<file path="src/rtl/ctrl_pkg.sv">
// Shared control-bundle layout for the main decoder and the pipeline control registers.
package ctrl_pkg;

  localparam int unsigned WB_W = 2;
  localparam int unsigned M_W  = 3;
  localparam int unsigned EX_W = 4;

  localparam int unsigned WB_REGWRITE = 1;
  localparam int unsigned WB_MEMTOREG = 0;

  localparam int unsigned M_BRANCH   = 2;
  localparam int unsigned M_MEMREAD  = 1;
  localparam int unsigned M_MEMWRITE = 0;

  localparam int unsigned EX_REGDST   = 3;
  localparam int unsigned EX_ALUOP_HI = 2;
  localparam int unsigned EX_ALUOP_LO = 1;
  localparam int unsigned EX_ALUSRC   = 0;

  typedef struct packed {
    logic [WB_W-1:0] wb;
    logic [M_W-1:0]  m;
    logic [EX_W-1:0] ex;
  } ctrl_bundle_t;

  localparam ctrl_bundle_t CTRL_NOP = '0;

endpackage

</file>
<file path="src/rtl/ctrl_pipe_regs_if.sv">
// Decoder-side inputs and per-stage control outputs of the pipeline control registers.
interface ctrl_pipe_regs_if #(
  parameter int unsigned REG_AW = 5
);
  import ctrl_pkg::*;

  logic [WB_W-1:0]   id_wb;
  logic [M_W-1:0]    id_m;
  logic [EX_W-1:0]   id_ex;
  logic [REG_AW-1:0] id_rs;
  logic [REG_AW-1:0] id_rt;
  logic [REG_AW-1:0] id_rd;
  logic              ex_zero;

  logic              ex_regdst;
  logic              ex_alusrc;
  logic [1:0]        ex_aluop;
  logic [REG_AW-1:0] ex_rs;
  logic [REG_AW-1:0] ex_rt;
  logic              mem_branch;
  logic              mem_memread;
  logic              mem_memwrite;
  logic              wb_regwrite;
  logic              wb_memtoreg;
  logic [REG_AW-1:0] wb_dest;
  logic              branch_taken;
  logic              pc_write;
  logic              ifid_write;
  logic              ifid_flush;

  modport master (
    output id_wb, id_m, id_ex, id_rs, id_rt, id_rd, ex_zero,
    input  ex_regdst, ex_alusrc, ex_aluop, ex_rs, ex_rt,
    input  mem_branch, mem_memread, mem_memwrite,
    input  wb_regwrite, wb_memtoreg, wb_dest,
    input  branch_taken, pc_write, ifid_write, ifid_flush
  );

  modport slave (
    input  id_wb, id_m, id_ex, id_rs, id_rt, id_rd, ex_zero,
    output ex_regdst, ex_alusrc, ex_aluop, ex_rs, ex_rt,
    output mem_branch, mem_memread, mem_memwrite,
    output wb_regwrite, wb_memtoreg, wb_dest,
    output branch_taken, pc_write, ifid_write, ifid_flush
  );

endinterface

</file>
<file path="src/rtl/hazard_detect.sv">
// Load-use hazard compare: the load in EX targets a source of the instruction in ID.
module hazard_detect #(
  parameter int unsigned REG_AW = 5
) (
  input  logic              idex_memread,
  input  logic [REG_AW-1:0] idex_rt,
  input  logic [REG_AW-1:0] id_rs,
  input  logic [REG_AW-1:0] id_rt,
  output logic              stall
);

  // Register 0 is hardwired, so a load into it never creates a dependency.
  always_comb begin
    stall = idex_memread && (idex_rt != '0) && ((idex_rt == id_rs) || (idex_rt == id_rt));
  end

endmodule

</file>
<file path="src/rtl/ctrl_pipe_regs.sv">
// ID/EX, EX/MEM and MEM/WB control registers with load-use stall and MEM-stage branch flush.
module ctrl_pipe_regs
  import ctrl_pkg::*;
#(
  parameter int unsigned REG_AW = 5
) (
  input logic             clk,
  input logic             rst,
  ctrl_pipe_regs_if.slave bus
);

  ctrl_bundle_t      idex_ctrl_q, idex_ctrl_d;
  logic [REG_AW-1:0] idex_rs_q, idex_rs_d;
  logic [REG_AW-1:0] idex_rt_q, idex_rt_d;
  logic [REG_AW-1:0] idex_rd_q, idex_rd_d;

  logic [WB_W-1:0]   exmem_wb_q, exmem_wb_d;
  logic [M_W-1:0]    exmem_m_q, exmem_m_d;
  logic [REG_AW-1:0] exmem_dest_q, exmem_dest_d;
  logic              exmem_zero_q, exmem_zero_d;

  logic [WB_W-1:0]   memwb_wb_q, memwb_wb_d;
  logic [REG_AW-1:0] memwb_dest_q, memwb_dest_d;

  logic stall;
  logic taken;
  logic stall_eff;

  hazard_detect #(
    .REG_AW (REG_AW)
  ) u_hazard_detect (
    .idex_memread (idex_ctrl_q.m[M_MEMREAD]),
    .idex_rt      (idex_rt_q),
    .id_rs        (bus.id_rs),
    .id_rt        (bus.id_rt),
    .stall        (stall)
  );

  assign taken     = exmem_m_q[M_BRANCH] & exmem_zero_q;
  // A taken branch squashes the dependent instruction anyway, so it overrides the stall.
  assign stall_eff = stall & ~taken;

  always_comb begin
    idex_ctrl_d = {bus.id_wb, bus.id_m, bus.id_ex};
    if (taken || stall) begin
      idex_ctrl_d = CTRL_NOP;
    end
    idex_rs_d = bus.id_rs;
    idex_rt_d = bus.id_rt;
    idex_rd_d = bus.id_rd;

    exmem_wb_d   = idex_ctrl_q.wb;
    exmem_m_d    = idex_ctrl_q.m;
    if (taken) begin
      exmem_wb_d = '0;
      exmem_m_d  = '0;
    end
    exmem_dest_d = idex_ctrl_q.ex[EX_REGDST] ? idex_rd_q : idex_rt_q;
    exmem_zero_d = bus.ex_zero;

    memwb_wb_d   = exmem_wb_q;
    memwb_dest_d = exmem_dest_q;
  end

  always_ff @(posedge clk) begin
    if (rst) begin
      idex_ctrl_q  <= CTRL_NOP;
      idex_rs_q    <= '0;
      idex_rt_q    <= '0;
      idex_rd_q    <= '0;
      exmem_wb_q   <= '0;
      exmem_m_q    <= '0;
      exmem_dest_q <= '0;
      exmem_zero_q <= 1'b0;
      memwb_wb_q   <= '0;
      memwb_dest_q <= '0;
    end else begin
      idex_ctrl_q  <= idex_ctrl_d;
      idex_rs_q    <= idex_rs_d;
      idex_rt_q    <= idex_rt_d;
      idex_rd_q    <= idex_rd_d;
      exmem_wb_q   <= exmem_wb_d;
      exmem_m_q    <= exmem_m_d;
      exmem_dest_q <= exmem_dest_d;
      exmem_zero_q <= exmem_zero_d;
      memwb_wb_q   <= memwb_wb_d;
      memwb_dest_q <= memwb_dest_d;
    end
  end

  always_comb begin
    bus.ex_regdst    = idex_ctrl_q.ex[EX_REGDST];
    bus.ex_aluop     = idex_ctrl_q.ex[EX_ALUOP_HI:EX_ALUOP_LO];
    bus.ex_alusrc    = idex_ctrl_q.ex[EX_ALUSRC];
    bus.ex_rs        = idex_rs_q;
    bus.ex_rt        = idex_rt_q;
    bus.mem_branch   = exmem_m_q[M_BRANCH];
    bus.mem_memread  = exmem_m_q[M_MEMREAD];
    bus.mem_memwrite = exmem_m_q[M_MEMWRITE];
    bus.wb_regwrite  = memwb_wb_q[WB_REGWRITE];
    bus.wb_memtoreg  = memwb_wb_q[WB_MEMTOREG];
    bus.wb_dest      = memwb_dest_q;
    bus.branch_taken = taken;
    bus.ifid_flush   = taken;
    bus.pc_write     = ~stall_eff;
    bus.ifid_write   = ~stall_eff;
  end

endmodule

</file>
<file path="src/flat_wrapper.sv">
// flat-port wrapper written by rule: the top's interface ports become plain ports
module ctrl_pipe_regs_flat import ctrl_pkg::*;
#(
  parameter int unsigned REG_AW = 5
)
  (clk, rst, bus_id_wb, bus_id_m, bus_id_ex, bus_id_rs, bus_id_rt, bus_id_rd, bus_ex_zero, bus_ex_regdst, bus_ex_alusrc, bus_ex_aluop, bus_ex_rs, bus_ex_rt, bus_mem_branch, bus_mem_memread, bus_mem_memwrite, bus_wb_regwrite, bus_wb_memtoreg, bus_wb_dest, bus_branch_taken, bus_pc_write, bus_ifid_write, bus_ifid_flush);
  ctrl_pipe_regs_if #(.REG_AW(REG_AW)) bus_i ();
  input logic clk;
  input logic rst;
  input wire logic [$bits(bus_i.id_wb)-1:0] bus_id_wb;
  input wire logic [$bits(bus_i.id_m)-1:0] bus_id_m;
  input wire logic [$bits(bus_i.id_ex)-1:0] bus_id_ex;
  input wire logic [$bits(bus_i.id_rs)-1:0] bus_id_rs;
  input wire logic [$bits(bus_i.id_rt)-1:0] bus_id_rt;
  input wire logic [$bits(bus_i.id_rd)-1:0] bus_id_rd;
  input wire logic [$bits(bus_i.ex_zero)-1:0] bus_ex_zero;
  output wire logic [$bits(bus_i.ex_regdst)-1:0] bus_ex_regdst;
  output wire logic [$bits(bus_i.ex_alusrc)-1:0] bus_ex_alusrc;
  output wire logic [$bits(bus_i.ex_aluop)-1:0] bus_ex_aluop;
  output wire logic [$bits(bus_i.ex_rs)-1:0] bus_ex_rs;
  output wire logic [$bits(bus_i.ex_rt)-1:0] bus_ex_rt;
  output wire logic [$bits(bus_i.mem_branch)-1:0] bus_mem_branch;
  output wire logic [$bits(bus_i.mem_memread)-1:0] bus_mem_memread;
  output wire logic [$bits(bus_i.mem_memwrite)-1:0] bus_mem_memwrite;
  output wire logic [$bits(bus_i.wb_regwrite)-1:0] bus_wb_regwrite;
  output wire logic [$bits(bus_i.wb_memtoreg)-1:0] bus_wb_memtoreg;
  output wire logic [$bits(bus_i.wb_dest)-1:0] bus_wb_dest;
  output wire logic [$bits(bus_i.branch_taken)-1:0] bus_branch_taken;
  output wire logic [$bits(bus_i.pc_write)-1:0] bus_pc_write;
  output wire logic [$bits(bus_i.ifid_write)-1:0] bus_ifid_write;
  output wire logic [$bits(bus_i.ifid_flush)-1:0] bus_ifid_flush;
  assign bus_i.id_wb = bus_id_wb;
  assign bus_i.id_m = bus_id_m;
  assign bus_i.id_ex = bus_id_ex;
  assign bus_i.id_rs = bus_id_rs;
  assign bus_i.id_rt = bus_id_rt;
  assign bus_i.id_rd = bus_id_rd;
  assign bus_i.ex_zero = bus_ex_zero;
  assign bus_ex_regdst = bus_i.ex_regdst;
  assign bus_ex_alusrc = bus_i.ex_alusrc;
  assign bus_ex_aluop = bus_i.ex_aluop;
  assign bus_ex_rs = bus_i.ex_rs;
  assign bus_ex_rt = bus_i.ex_rt;
  assign bus_mem_branch = bus_i.mem_branch;
  assign bus_mem_memread = bus_i.mem_memread;
  assign bus_mem_memwrite = bus_i.mem_memwrite;
  assign bus_wb_regwrite = bus_i.wb_regwrite;
  assign bus_wb_memtoreg = bus_i.wb_memtoreg;
  assign bus_wb_dest = bus_i.wb_dest;
  assign bus_branch_taken = bus_i.branch_taken;
  assign bus_pc_write = bus_i.pc_write;
  assign bus_ifid_write = bus_i.ifid_write;
  assign bus_ifid_flush = bus_i.ifid_flush;
  ctrl_pipe_regs #(.REG_AW(REG_AW)) u_core (.clk(clk), .rst(rst), .bus(bus_i));
endmodule
</file>
<file path="config.mk">
export PLATFORM = sky130hd
export DESIGN_NAME = ctrl_pipe_regs_flat
export DESIGN_NICKNAME = d
export VERILOG_FILES = /design/src/rtl/ctrl_pkg.sv /design/src/rtl/ctrl_pipe_regs_if.sv /design/src/rtl/hazard_detect.sv /design/src/rtl/ctrl_pipe_regs.sv /design/src/flat_wrapper.sv
export SDC_FILE = /design/constraint.sdc
export NUM_CORES = 1
export LEC_CHECK = 0
export ABC_AREA = 1
export CAP_MARGIN = 15
export CORE_ASPECT_RATIO = 0.9
export CORE_UTILIZATION = 46
export CTS_CLUSTER_DIAMETER = 80
export CTS_CLUSTER_SIZE = 10
export DETAILED_ROUTE_END_ITERATION = 7
export PLACE_DENSITY = 0.83
export SLEW_MARGIN = 20
export SYNTH_ARGS = -nofsm -noshare
export SYNTH_HDL_FRONTEND = slang
export SYNTH_HIERARCHICAL = 1
export SYNTH_SLANG_ARGS = --single-unit
</file>
<file path="constraint.sdc">
create_clock -name clk -period 2.1 [get_ports clk]
set_input_delay 0.42 -clock clk [delete_from_list [all_inputs] [get_ports clk]]
set_output_delay 0.42 -clock clk [all_outputs]
set_load 0.01 [all_outputs]
</file>
==> reports/summary.md <==
* completed — outcome
* 0.7304 — Rel. slew slack
* sky130_fd_sc_hd__nor2_1 — most instantiated library cell after synthesis
* 14.14 ps — clock skew
* 0.01799 — Post-Synth XOR/XNOR Area
* 2033 ps — time the worst path needs with I/O delays and setup
* 4.422 mm — first-pass GRT wire length
* input port — CP startpoint kind
* 0.02656 — area fraction in compound gates after synthesis
* 2 — maximum fanout encountered on the critical timing path
* 0.003043 sq mm — core area
* 0 — post-detailed-route DRC marker count
* bus_id_rt[3] — Crit. Startpoint
* input port to output port — Setup Crit Path Kind
* sky130_fd_sc_hd__clkbuf_4 — root buffer cell
* 6 — synth warn
* 2 — clk buf depth
* 1.053 nW — static leakage power
* 281 — post-placement cell count
* 729.9 mW/mm^2 — Power Density
* 2.747 mm — Routed WL
* 61.39 um — die width
* 0.4799 — Starting Density
* 1207 — number of vias after detailed routing
* 0.5758 — share of the synthesized area in the top cell type
* 0.2873 — met2 Resource Use GR
* 0.7422 — final weighted congestion in routability-driven placement
* 0 — number of pins with negative max-slew slack in the final report
* sky130_fd_sc_hd__dfxtp_1 — cell taking the most area after synthesis
* clkdlybuf4s50_1 > xnor2_1 > nand3_1 > a21oi_4 > nand2_1 > buf_2 — cell-by-cell listing of the critical path
* 55 — Ports
* 0.06323 — grt met3 use
* 403.2 ps — actual slew at the worst max-slew pin
* 0.2119 — met1 demand-to-capacity share in global routing
* met2 — grt peak-use layer
* 32 — initial drt markers
* 0 — Post-synth ARST share
* 0.5758 — share of synthesized area occupied by flip-flops and latches
* 0.4212 mV — peak supply drop
* 55.45 um — vertical extent of the die
* 0 — maxcap violations
* 4 — first-pass detailed-route iteration total
* 15 — pin count of the biggest net entering global routing
* 4.162 — via-per-instance ratio
* 5 — number of buffers created by CTS
* sky130_fd_sc_hd__dfxtp_1 (58%), sky130_fd_sc_hd__nor2_1 (13%), sky130_fd_sc_hd__inv_1 (12%) — largest cells by area after synthesis
* output port — critical path endpoint category
* 0 — Hold Buf Count CTS
* 1.994 mm — DP HPWL
* 14 — count of different cell masters after synthesis
* bus_ifid_write — endpoint of the worst setup timing path
* 120 ps — Clk pin slew, worst setup/hold paths
* 42 — Yosys reg bits
* 325.8 ps — final-layout worst hold slack
* 190 — Post-Syn Instances
* 66.64 ps — min setup slack post-route
* 0.1048 — fraction of final layout cells sized beyond drive strength 1
* 42 — Num Clock Sinks
* 740 ps — worst reg2reg setup slack
* 852.1 sq um — sequential standard cell area
* 340 ps — source-to-sink clock delay at the later pin of the worst-skew pair
* 0.2159 — simple-gate area share of the yosys netlist
* u_core/idex_ctrl_q[4] — worst reg2reg endpoint
* simple AND/OR/NAND/NOR gates — largest family of logic cells by synthesized area
* sky130_fd_sc_hd__dfxtp_1 — Most used DFF post-synth
* 0.6974 — Core Util, Final
* 0.003404 sq mm — total die area
* 0 — total gr overflow
* 1610 ps — Crit path arrival time
* 0 — post-synthesis adder-cell area fraction
* 0 — final setup violation count
* 0 — number of flops mapped to enable cells by yosys
* 397.9 sq um — total area of multi-input combinational cells
* 274 — number of nets at the end of the flow
* 7.685 sq um — syn_area_per_cell
* 9 — number of cells on the worst reg-to-reg path
* sky130_fd_sc_hd__nor2_1 (51), sky130_fd_sc_hd__inv_1 (48), sky130_fd_sc_hd__dfxtp_1 (42), sky130_fd_sc_hd__nand2_1 (24), sky130_fd_sc_hd__o21ai_0 (6) — Commonest cells post-synth
* 0.9683 — Final Cycle Share
* 0 — diodes inserted
* 1068 — number of global-route vias before repair
* 19 — Std-Cell Rows
* 0.4918 GHz — peak clock frequency supported by timing
* yes — TritonCTS clock tree
* 1680 ps — Crit path required time
* 0 — antenna violations before repair
* 0.001460 sq mm — netlist area before placement
* 45.33% — Area growth syn-to-layout
* 0 — final hold viol count
* -407.5 ps — pre-CTS worst setup slack
* 0 — number of nets with antenna violations after detailed routing
* 2 — number of H-tree branching levels
* 9.472 um — post-DR wirelength/cell
* 217 — post-synthesis net count
* 0.1776 — global-route usage over all layers
* u_core/bus.ex_rt[1] — startpoint of the most critical register-to-register path
* 272 — number of fill cells in the layout
* 54 — quantity of I/O buffers inserted on ports
* 290 — final instance count without filler cells
* input port to register — classification of the worst-slack hold path
* sky130_fd_sc_hd__clkdlybuf4s50_1 — CP max-delay cell
* 510 ps — Critical Path Max Stage Delay
* 0 — mux share of post-synthesis cell area
==> cell type report <==
class / count / area share
Tap cell: 42 / 0.02476
Multi-Input combinational cell: 89 / 0.1875
Timing Repair Buffer: 56 / 0.2553
Sequential cell: 42 / 0.4015
Clock inverter: 2 / 0.01769
Clock buffer: 6 / 0.01946
Inverter: 53 / 0.09375
==> cell families after synthesis <==
family,count (synthesis)
simple gates,79
buf+inv,59
flops,42
compound gates,7
xor+xnor,3
==> metrics by stage <==
| stage | TNS (ps) | area [sq um] | total power, mW |
|---|---|---|---|
| 2_1_floorplan | 0 | 1460 | 0.9595 |
| 3_3_place_gp | -693.7 | 2021 | 1.067 |
| 3_5_place_dp | -803.4 | 2021 | 1.073 |
| 4_1_cts | 0 | 2085 | 1.560 |
| 5_1_grt | -2.036 | 2122 | 1.626 |
| 6_report | 0 | 2122 | 1.549 |
==> metal layers <==
metal | wire length, um | vias to the layer above
met5 | 0 | -
li1 | - | 646
met2 | 1363 | 45
met3 | 169 | 2
met1 | 1196 | 514
met4 | 18 | 0
==> registers in the layout (all words and copies together), names as in the netlist <==
signal	count
u_core/bus.ex_aluop	2
u_core/bus.ex_alusrc	1
u_core/bus.ex_regdst	1
u_core/bus.ex_rs	5
u_core/bus.ex_rt	5
u_core/bus.wb_dest	5
u_core/exmem_dest_q	5
u_core/exmem_m_q	3
u_core/exmem_wb_q	2
u_core/exmem_zero_q	1
u_core/idex_ctrl_q	5
u_core/idex_rd_q	5
u_core/memwb_wb_q	2
==> power breakdown <==
| part | leakage [nW] | total [mW] | internal, mW | switching (mW) |
|---|---|---|---|---|
| sequential | 0.350 | 0.857 | 0.838 | 0.0189 |
| clock | 0.0385 | 0.495 | 0.251 | 0.243 |
| combinational | 0.664 | 0.197 | 0.108 | 0.0887 |
==> worst min path at each step <==
stage                                start                    end  slack [ps]  cells past startpoint
floorplan           u_core/exmem_dest_q[0]  u_core/bus.wb_dest[0]         390                      2
detailed placement    u_core/exmem_wb_q[1]   u_core/memwb_wb_q[1]         390                      2
finish                        bus_id_rt[0]    u_core/bus.ex_rt[0]         330                      3
global route                  bus_id_rt[0]    u_core/bus.ex_rt[0]         320                      3
global placement    u_core/exmem_dest_q[4]  u_core/bus.wb_dest[4]         390                      2
CTS                   u_core/exmem_wb_q[1]   u_core/memwb_wb_q[1]         410                      2
==> layout by cell type (no fill, tap or decap) <==
cell / count
sky130_fd_sc_hd__clkbuf_4: 5
sky130_fd_sc_hd__inv_1: 48
sky130_fd_sc_hd__a21oi_4: 1
sky130_fd_sc_hd__nand3_4: 1
sky130_fd_sc_hd__nor2_2: 2
sky130_fd_sc_hd__xor2_1: 1
sky130_fd_sc_hd__inv_2: 5
sky130_fd_sc_hd__nand4_1: 1
sky130_fd_sc_hd__clkinvlp_4: 1
sky130_fd_sc_hd__clkbuf_1: 1
sky130_fd_sc_hd__dlymetal6s2s_1: 2
sky130_fd_sc_hd__buf_4: 2
sky130_fd_sc_hd__nand3_1: 1
sky130_fd_sc_hd__dlygate4sd2_1: 7
sky130_fd_sc_hd__dfxtp_2: 3
sky130_fd_sc_hd__o21ai_0: 6
sky130_fd_sc_hd__nand2_1: 24
sky130_fd_sc_hd__clkdlybuf4s50_1: 43
sky130_fd_sc_hd__bufinv_16: 1
sky130_fd_sc_hd__xnor2_1: 2
sky130_fd_sc_hd__dfxtp_1: 37
sky130_fd_sc_hd__buf_2: 2
sky130_fd_sc_hd__dfxtp_4: 2
sky130_fd_sc_hd__nor2_1: 49
sky130_fd_sc_hd__nand3_2: 1
==> repair_timing <==
| item | in CTS | in global routing |
|---|---|---|
| setup buffers | 0 | 1 |
| gates resized for setup | 17 | 11 |
| endpoints found under the hold margin | 0 | 0 |
| setup endpoints to repair | 2 | 2 |
| pin swaps | 1 | 2 |
==> worst max-delay path: cells and delay by family <==
kind | cells | cell delay, ps
AO/OA/AOI/OAI | 1 | 180
buffers and inverters | 2 | 670
AND/OR/NAND/NOR | 2 | 220
XOR/XNOR | 1 | 130
Power figures use the tool's default switching activity.
==> RTL change 1 (same settings) <==
`REG_AW` is set to 5 in 4 places; all go to 6.
--- a/src/rtl/ctrl_pipe_regs_if.sv
+++ b/src/rtl/ctrl_pipe_regs_if.sv
@@ -1,6 +1,6 @@
 // Decoder-side inputs and per-stage control outputs of the pipeline control registers.
 interface ctrl_pipe_regs_if #(
-  parameter int unsigned REG_AW = 5
+  parameter int unsigned REG_AW = 6
 );
   import ctrl_pkg::*;
 
--- a/src/rtl/hazard_detect.sv
+++ b/src/rtl/hazard_detect.sv
@@ -1,6 +1,6 @@
 // Load-use hazard compare: the load in EX targets a source of the instruction in ID.
 module hazard_detect #(
-  parameter int unsigned REG_AW = 5
+  parameter int unsigned REG_AW = 6
 ) (
   input  logic              idex_memread,
   input  logic [REG_AW-1:0] idex_rt,
--- a/src/rtl/ctrl_pipe_regs.sv
+++ b/src/rtl/ctrl_pipe_regs.sv
@@ -2,7 +2,7 @@
 module ctrl_pipe_regs
   import ctrl_pkg::*;
 #(
-  parameter int unsigned REG_AW = 5
+  parameter int unsigned REG_AW = 6
 ) (
   input logic             clk,
   input logic             rst,
--- a/src/flat_wrapper.sv
+++ b/src/flat_wrapper.sv
@@ -1,7 +1,7 @@
 // flat-port wrapper written by rule: the top's interface ports become plain ports
 module ctrl_pipe_regs_flat import ctrl_pkg::*;
 #(
-  parameter int unsigned REG_AW = 5
+  parameter int unsigned REG_AW = 6
 )
   (clk, rst, bus_id_wb, bus_id_m, bus_id_ex, bus_id_rs, bus_id_rt, bus_id_rd, bus_ex_zero, bus_ex_regdst, bus_ex_alusrc, bus_ex_aluop, bus_ex_rs, bus_ex_rt, bus_mem_branch, bus_mem_memread, bus_mem_memwrite, bus_wb_regwrite, bus_wb_memtoreg, bus_wb_dest, bus_branch_taken, bus_pc_write, bus_ifid_write, bus_ifid_flush);
   ctrl_pipe_regs_if #(.REG_AW(REG_AW)) bus_i ();
Ports: changed (6 resized); port bits go from 55 to 61. The function was not compared with the original's and may differ.
==> RTL change 1 against the unedited design <==
Clock skew fell by 9.8 ps; sequential share of layout area fell by 1.4 points; routed wire length rose by 19%; via count rose by 14%; sequential cell count rose by 5; critical path depth rose by 1; worst setup slack improved by 10 ps; power rose by 21%; synthesized area rose by 16%; die area rose by 15%; final area rose by 15%.
==> RTL change 1: results (changes against the unedited design) <==
stage,metric,value,unit,change
finish,nFillCells,298,,was 272
global_routing,grt_pass1_wl,5085,um,was 4422 um
worst_hold_path,holdCritStartpoint,bus_id_rt[5],,was bus_id_rt[0]
timing,relSlewSlack,0.8027,,was 0.7304
synthesis,seq_area_frac_synth,0.5554,,was 0.5758
synthesis,synthTopCellsByCount,"nor2_1 (61), inv_1 (58), dfxtp_1 (47), nand2_1 (33), o21ai_0 (7)",,"was nor2_1 (51), inv_1 (48), dfxtp_1 (42), nand2_1 (24), o21ai_0 (6)"
timing,whs,383.7,ps,was 325.8 ps
timing,skew,4.350,ps,was 14.14 ps
synthesis,syn_area_per_cell,7.529,um^2,was 7.685 um^2
finish,drive_above_1_share,0.07931,,was 0.1048
global_routing,grt_start_max_net_pins,22,,was 15
place,place_ws,-415.7,ps,was -407.5 ps
power_and_ir_drop,vdd_drop_max,646.9,uV,was 421.2 uV
route,avgRoutedWirePerCell,9.760,um,was 9.472 um
worst_setup_path,r2r_cells,10,,was 9
synthesis,syn-num-nets,255,,was 217
worst_hold_path,hold_end,u_core/bus.ex_rt[5]$_SDFF_PP0_,,was u_core/bus.ex_rt[0]$_SDFF_PP0_
cts,htreeDepth,2,,unchanged
status,status,completed,,unchanged
worst_setup_path,r2r_slack,640,ps,was 740 ps
power_and_ir_drop,leakagePower,1.256,nW,was 1.053 nW
place,port_buffers,60,,was 54
synthesis,synthDistinctLibCells,15,,was 14
route,drtIter0Drc,76,,was 32
synthesis,synthTopCellsByArea,"dfxtp_1 (56%), nor2_1 (14%), inv_1 (13%)",,"was dfxtp_1 (58%), nor2_1 (13%), inv_1 (12%)"
finish,fin_cells,334,,was 290
global_routing,grt_pass1_vias,1201,,was 1068
cts,clk_latency,300,ps,was 340 ps
route,vias,1380,,was 1207
finish,nNetsFinal,319,,was 274
place,place_congestion,0.7656,,was 0.7422
global_routing,grt_usage,0.1787,,was 0.1776
worst_hold_path,hold_path_class,in -> reg,,unchanged
==> RTL change 1: cell types whose count changed after synthesis, sizes merged <==
cell | before | now
nand3 | 3 | 4
inv | 53 | 61
xnor2 | 2 | 0
nand4 | 1 | 0
buf | 6 | 7
dfxtp | 42 | 47
nor2 | 51 | 62
o21ai | 6 | 7
nand2 | 24 | 35
==> RTL change 1: logic make-up (layout without fill, tap and decap cells) <==
family	Yosys count	count (layout)	synth area share
and+or+nand+nor	101	101	0.2386
buffers and inverters	68	133	0.1750
xor gates and xnor gates	1	1	0.005171
DFF	47	47	0.5554
AOI/OAI and AO/OA	8	8	0.02585
==> RTL change 1: where the power goes <==
group | leakage, nW | internal [mW] | switching, mW
combinational | 0.805 | 0.121 | 0.0999
clock | 0.0618 | 0.391 | 0.303
sequential | 0.390 | 0.938 | 0.0214
total | 1.26 | 1.45 | 0.424
==> RTL change 1: how the worst max path moves through the flow <==
stage / to / depth (start not counted) / slack, ps / startpoint
global route: bus_ifid_write / 8 / 20 / u_core/bus.ex_rt[1]$_SDFF_PP0_
CTS: bus_pc_write / 9 / 20 / bus_id_rt[3]
finish: bus_pc_write / 7 / 80 / bus_id_rs[0]
floorplan: bus_pc_write / 8 / 510 / u_core/bus.ex_rt[4]$_SDFF_PP0_
global placement: bus_ifid_write / 9 / -340 / bus_id_rt[1]
detailed placement: bus_pc_write / 9 / -420 / bus_id_rt[1]
==> RTL change 1: timing repair <==
action                                  in CTS  in global routing
hold buffers                                 0                  0
gates cloned                                 0                  0
endpoints found under the hold margin        0                  0
setup buffers                                0                  1
resized for setup                           16                  4
endpoints found under the setup margin       2                  2
pin swaps                                    3                  2
==> RTL change 1: per-stage QoR <==
stage / TNS (ps) / total power, mW / area, um^2
CTS: 0 / 1.893 / 2414
global route: 0 / 1.956 / 2430
floorplan: 0 / 1.082 / 1694
detailed placement: -820.7 / 1.208 / 2312
global placement: -679.9 / 1.201 / 2312
finish: 0 / 1.875 / 2430
==> RTL change 1: critical path, stage by stage <==
cell and delay, ps:
clkdlybuf4s50_1 440, xor2_1 150, nor2_1 110, nand3_1 90
a21oi_2 170, nand2_1 80, buf_2 140
==> RTL change 1: layer usage <==
metal  wire length (um)  GRT usage  vias up
met5                  0          0        -
met4                 45    0.08207        0
met3                182    0.05000        5
met2               1569     0.3032       41
met1               1463     0.2101      585
li1                   -          -      749
==> RTL change 1: layout make-up <==
| cell class | count | area share |
|---|---|---|
| Clock buffer | 6 | 0.03399 |
| Clock inverter | 2 | 0.01596 |
| Inverter | 61 | 0.09732 |
| Multi-Input combinational cell | 110 | 0.1880 |
| Sequential cell | 47 | 0.3877 |
| Tap cell | 44 | 0.02266 |
| Timing Repair Buffer | 64 | 0.2544 |
==> RTL change 2 (same flow settings) <==
Made on the original files. Take the reset off `exmem_dest_q` and `memwb_dest_q` and load them in a clocked block of their own.
--- a/src/rtl/ctrl_pipe_regs.sv
+++ b/src/rtl/ctrl_pipe_regs.sv
@@ -70,10 +70,8 @@
       idex_rd_q    <= '0;
       exmem_wb_q   <= '0;
       exmem_m_q    <= '0;
-      exmem_dest_q <= '0;
       exmem_zero_q <= 1'b0;
       memwb_wb_q   <= '0;
-      memwb_dest_q <= '0;
     end else begin
       idex_ctrl_q  <= idex_ctrl_d;
       idex_rs_q    <= idex_rs_d;
@@ -81,11 +79,14 @@
       idex_rd_q    <= idex_rd_d;
       exmem_wb_q   <= exmem_wb_d;
       exmem_m_q    <= exmem_m_d;
-      exmem_dest_q <= exmem_dest_d;
       exmem_zero_q <= exmem_zero_d;
       memwb_wb_q   <= memwb_wb_d;
-      memwb_dest_q <= memwb_dest_d;
     end
+  end
+
+  always_ff @(posedge clk) begin
+    exmem_dest_q <= exmem_dest_d;
+    memwb_dest_q <= memwb_dest_d;
   end
 
   always_comb begin
Function: differs if rst is asserted again (counterexample within 4 cycles, from zero or initial values and one cycle with rst high); with rst held inactive, the same outputs for 10 cycles.
==> RTL change 2 against the unedited design <==
Via count decreased by 5.1%; sequential cell count unchanged; cell count decreased by 4.8%; synthesized cell count decreased by 5.3%; combinational power about the same; worst setup slack improved by 37 ps; power decreased by 6.0%; final area decreased by 2.5%; first-iteration DRC count decreased by 31%; routed wire length increased by 1.3%; synthesized area decreased by 1.2%.
==> RTL change 2: results (changes against the unedited design) <==
stage,metric,value,unit,change
finish,nNetsFinal,262,,was 274
synthesis,netlist_area,1443,um^2,was 1460 um^2
global_routing,gr-usage-met1,0.2150,,was 0.2119
finish,drive_above_1_share,0.1017,,was 0.1048
timing,whs,316.8,ps,was 325.8 ps
global_routing,grt_pass1_vias,977,,was 1068
synthesis,syn-num-nets,207,,was 217
worst_hold_path,holdCritStartpoint,bus_id_rt[2],,was bus_id_rt[0]
power_and_ir_drop,p_per_area,703.9,nW/um^2,was 729.9 nW/um^2
finish,clk_share,0.02662,,was 0.03715
route,drt-met1-wl,1248,um,was 1196 um
global_routing,grt_start_max_net_pins,14,,was 15
timing,fin_crit,1996,ps,was 2033 ps
finish,fin_cells,276,,was 290
place,place_area,1999,um^2,was 2021 um^2
synthesis,seq_area_frac_synth,0.5828,,was 0.5758
route,wl,2782,um,was 2747 um
finish,multi_input_area_share,0.1682,,was 0.1875
timing,worst_pin_slew,481.6,ps,was 403.2 ps
route,drtIter0Drc,22,,was 32
power_and_ir_drop,vdd_drop_max,429.8,uV,was 421.2 uV
worst_setup_path,r2r_slack,830,ps,was 740 ps
synthesis,syn_area_per_cell,8.015,um^2,was 7.685 um^2
finish,nFillCells,229,,was 272
global_routing,grt_use_met3,0.08372,,was 0.06323
status,status,completed,,unchanged
cts,clk_latency,360,ps,was 340 ps
place,dp_hpwl,2036,um,was 1994 um
synthesis,synthTopCellsByCount,"inv_1 (47), dfxtp_1 (42), nor2_1 (35), nand2_1 (28), o21ai_0 (6)",,"was nor2_1 (51), inv_1 (48), dfxtp_1 (42), nand2_1 (24), o21ai_0 (6)"
place,dp_cells,268,,was 281
place,place_congestion,0.8045,,was 0.7422
finish,seq_share,0.4096,,was 0.4015
route,wl_met2,1304,um,was 1363 um
finish,multi_input_gates,79,,was 89
worst_setup_path,crit_path_max_incr_delay,430,ps,was 510 ps
worst_hold_path,hold_end,u_core/bus.ex_rt[2]$_SDFF_PP0_,,was u_core/bus.ex_rt[0]$_SDFF_PP0_
place,place_ws,-333.3,ps,was -407.5 ps
synthesis,synthTopCellsByArea,"dfxtp_1 (58%), inv_1 (12%), nor2_1 (9.1%)",,"was dfxtp_1 (58%), nor2_1 (13%), inv_1 (12%)"
synthesis,post-synth-top-count-cell,inv_1,,was nor2_1
worst_setup_path,startpoint,bus_id_rt[0],,was bus_id_rt[3]
## RTL change 2: changes by cell type after synthesis, sizes merged
cell,delta
nor2,-15
nand2,+5
buf,+1
inv,-1
## RTL change 2: timing repair
| action | in CTS | in global routing |
|---|---|---|
| setup endpoints to repair | 2 | 2 |
| pin swaps | 1 | 1 |
| gates resized for setup | 8 | 12 |
## RTL change 2: report_power, final
group / switching (mW) / internal [mW]
registers: 0.0206 / 0.844
clock network: 0.263 / 0.132
logic: 0.0821 / 0.115
total: 0.366 / 1.09
## RTL change 2: kinds of logic (layout without fill, tap and decap cells)
kind of cell,after synthesis,count (layout),synth area share
flops,42,42,0.5828
compound gates,7,7,0.02689
xor+xnor,3,3,0.01822
buf+inv,59,115,0.1761
simple gates,69,69,0.1960
## RTL change 2: worst max-delay path, delay by kind of cell
| kind | cells | cell delay [ps] |
|---|---|---|
| compound gates | 1 | 160 |
| buf+inv | 2 | 580 |
| xor+xnor | 1 | 160 |
| simple gates | 3 | 260 |
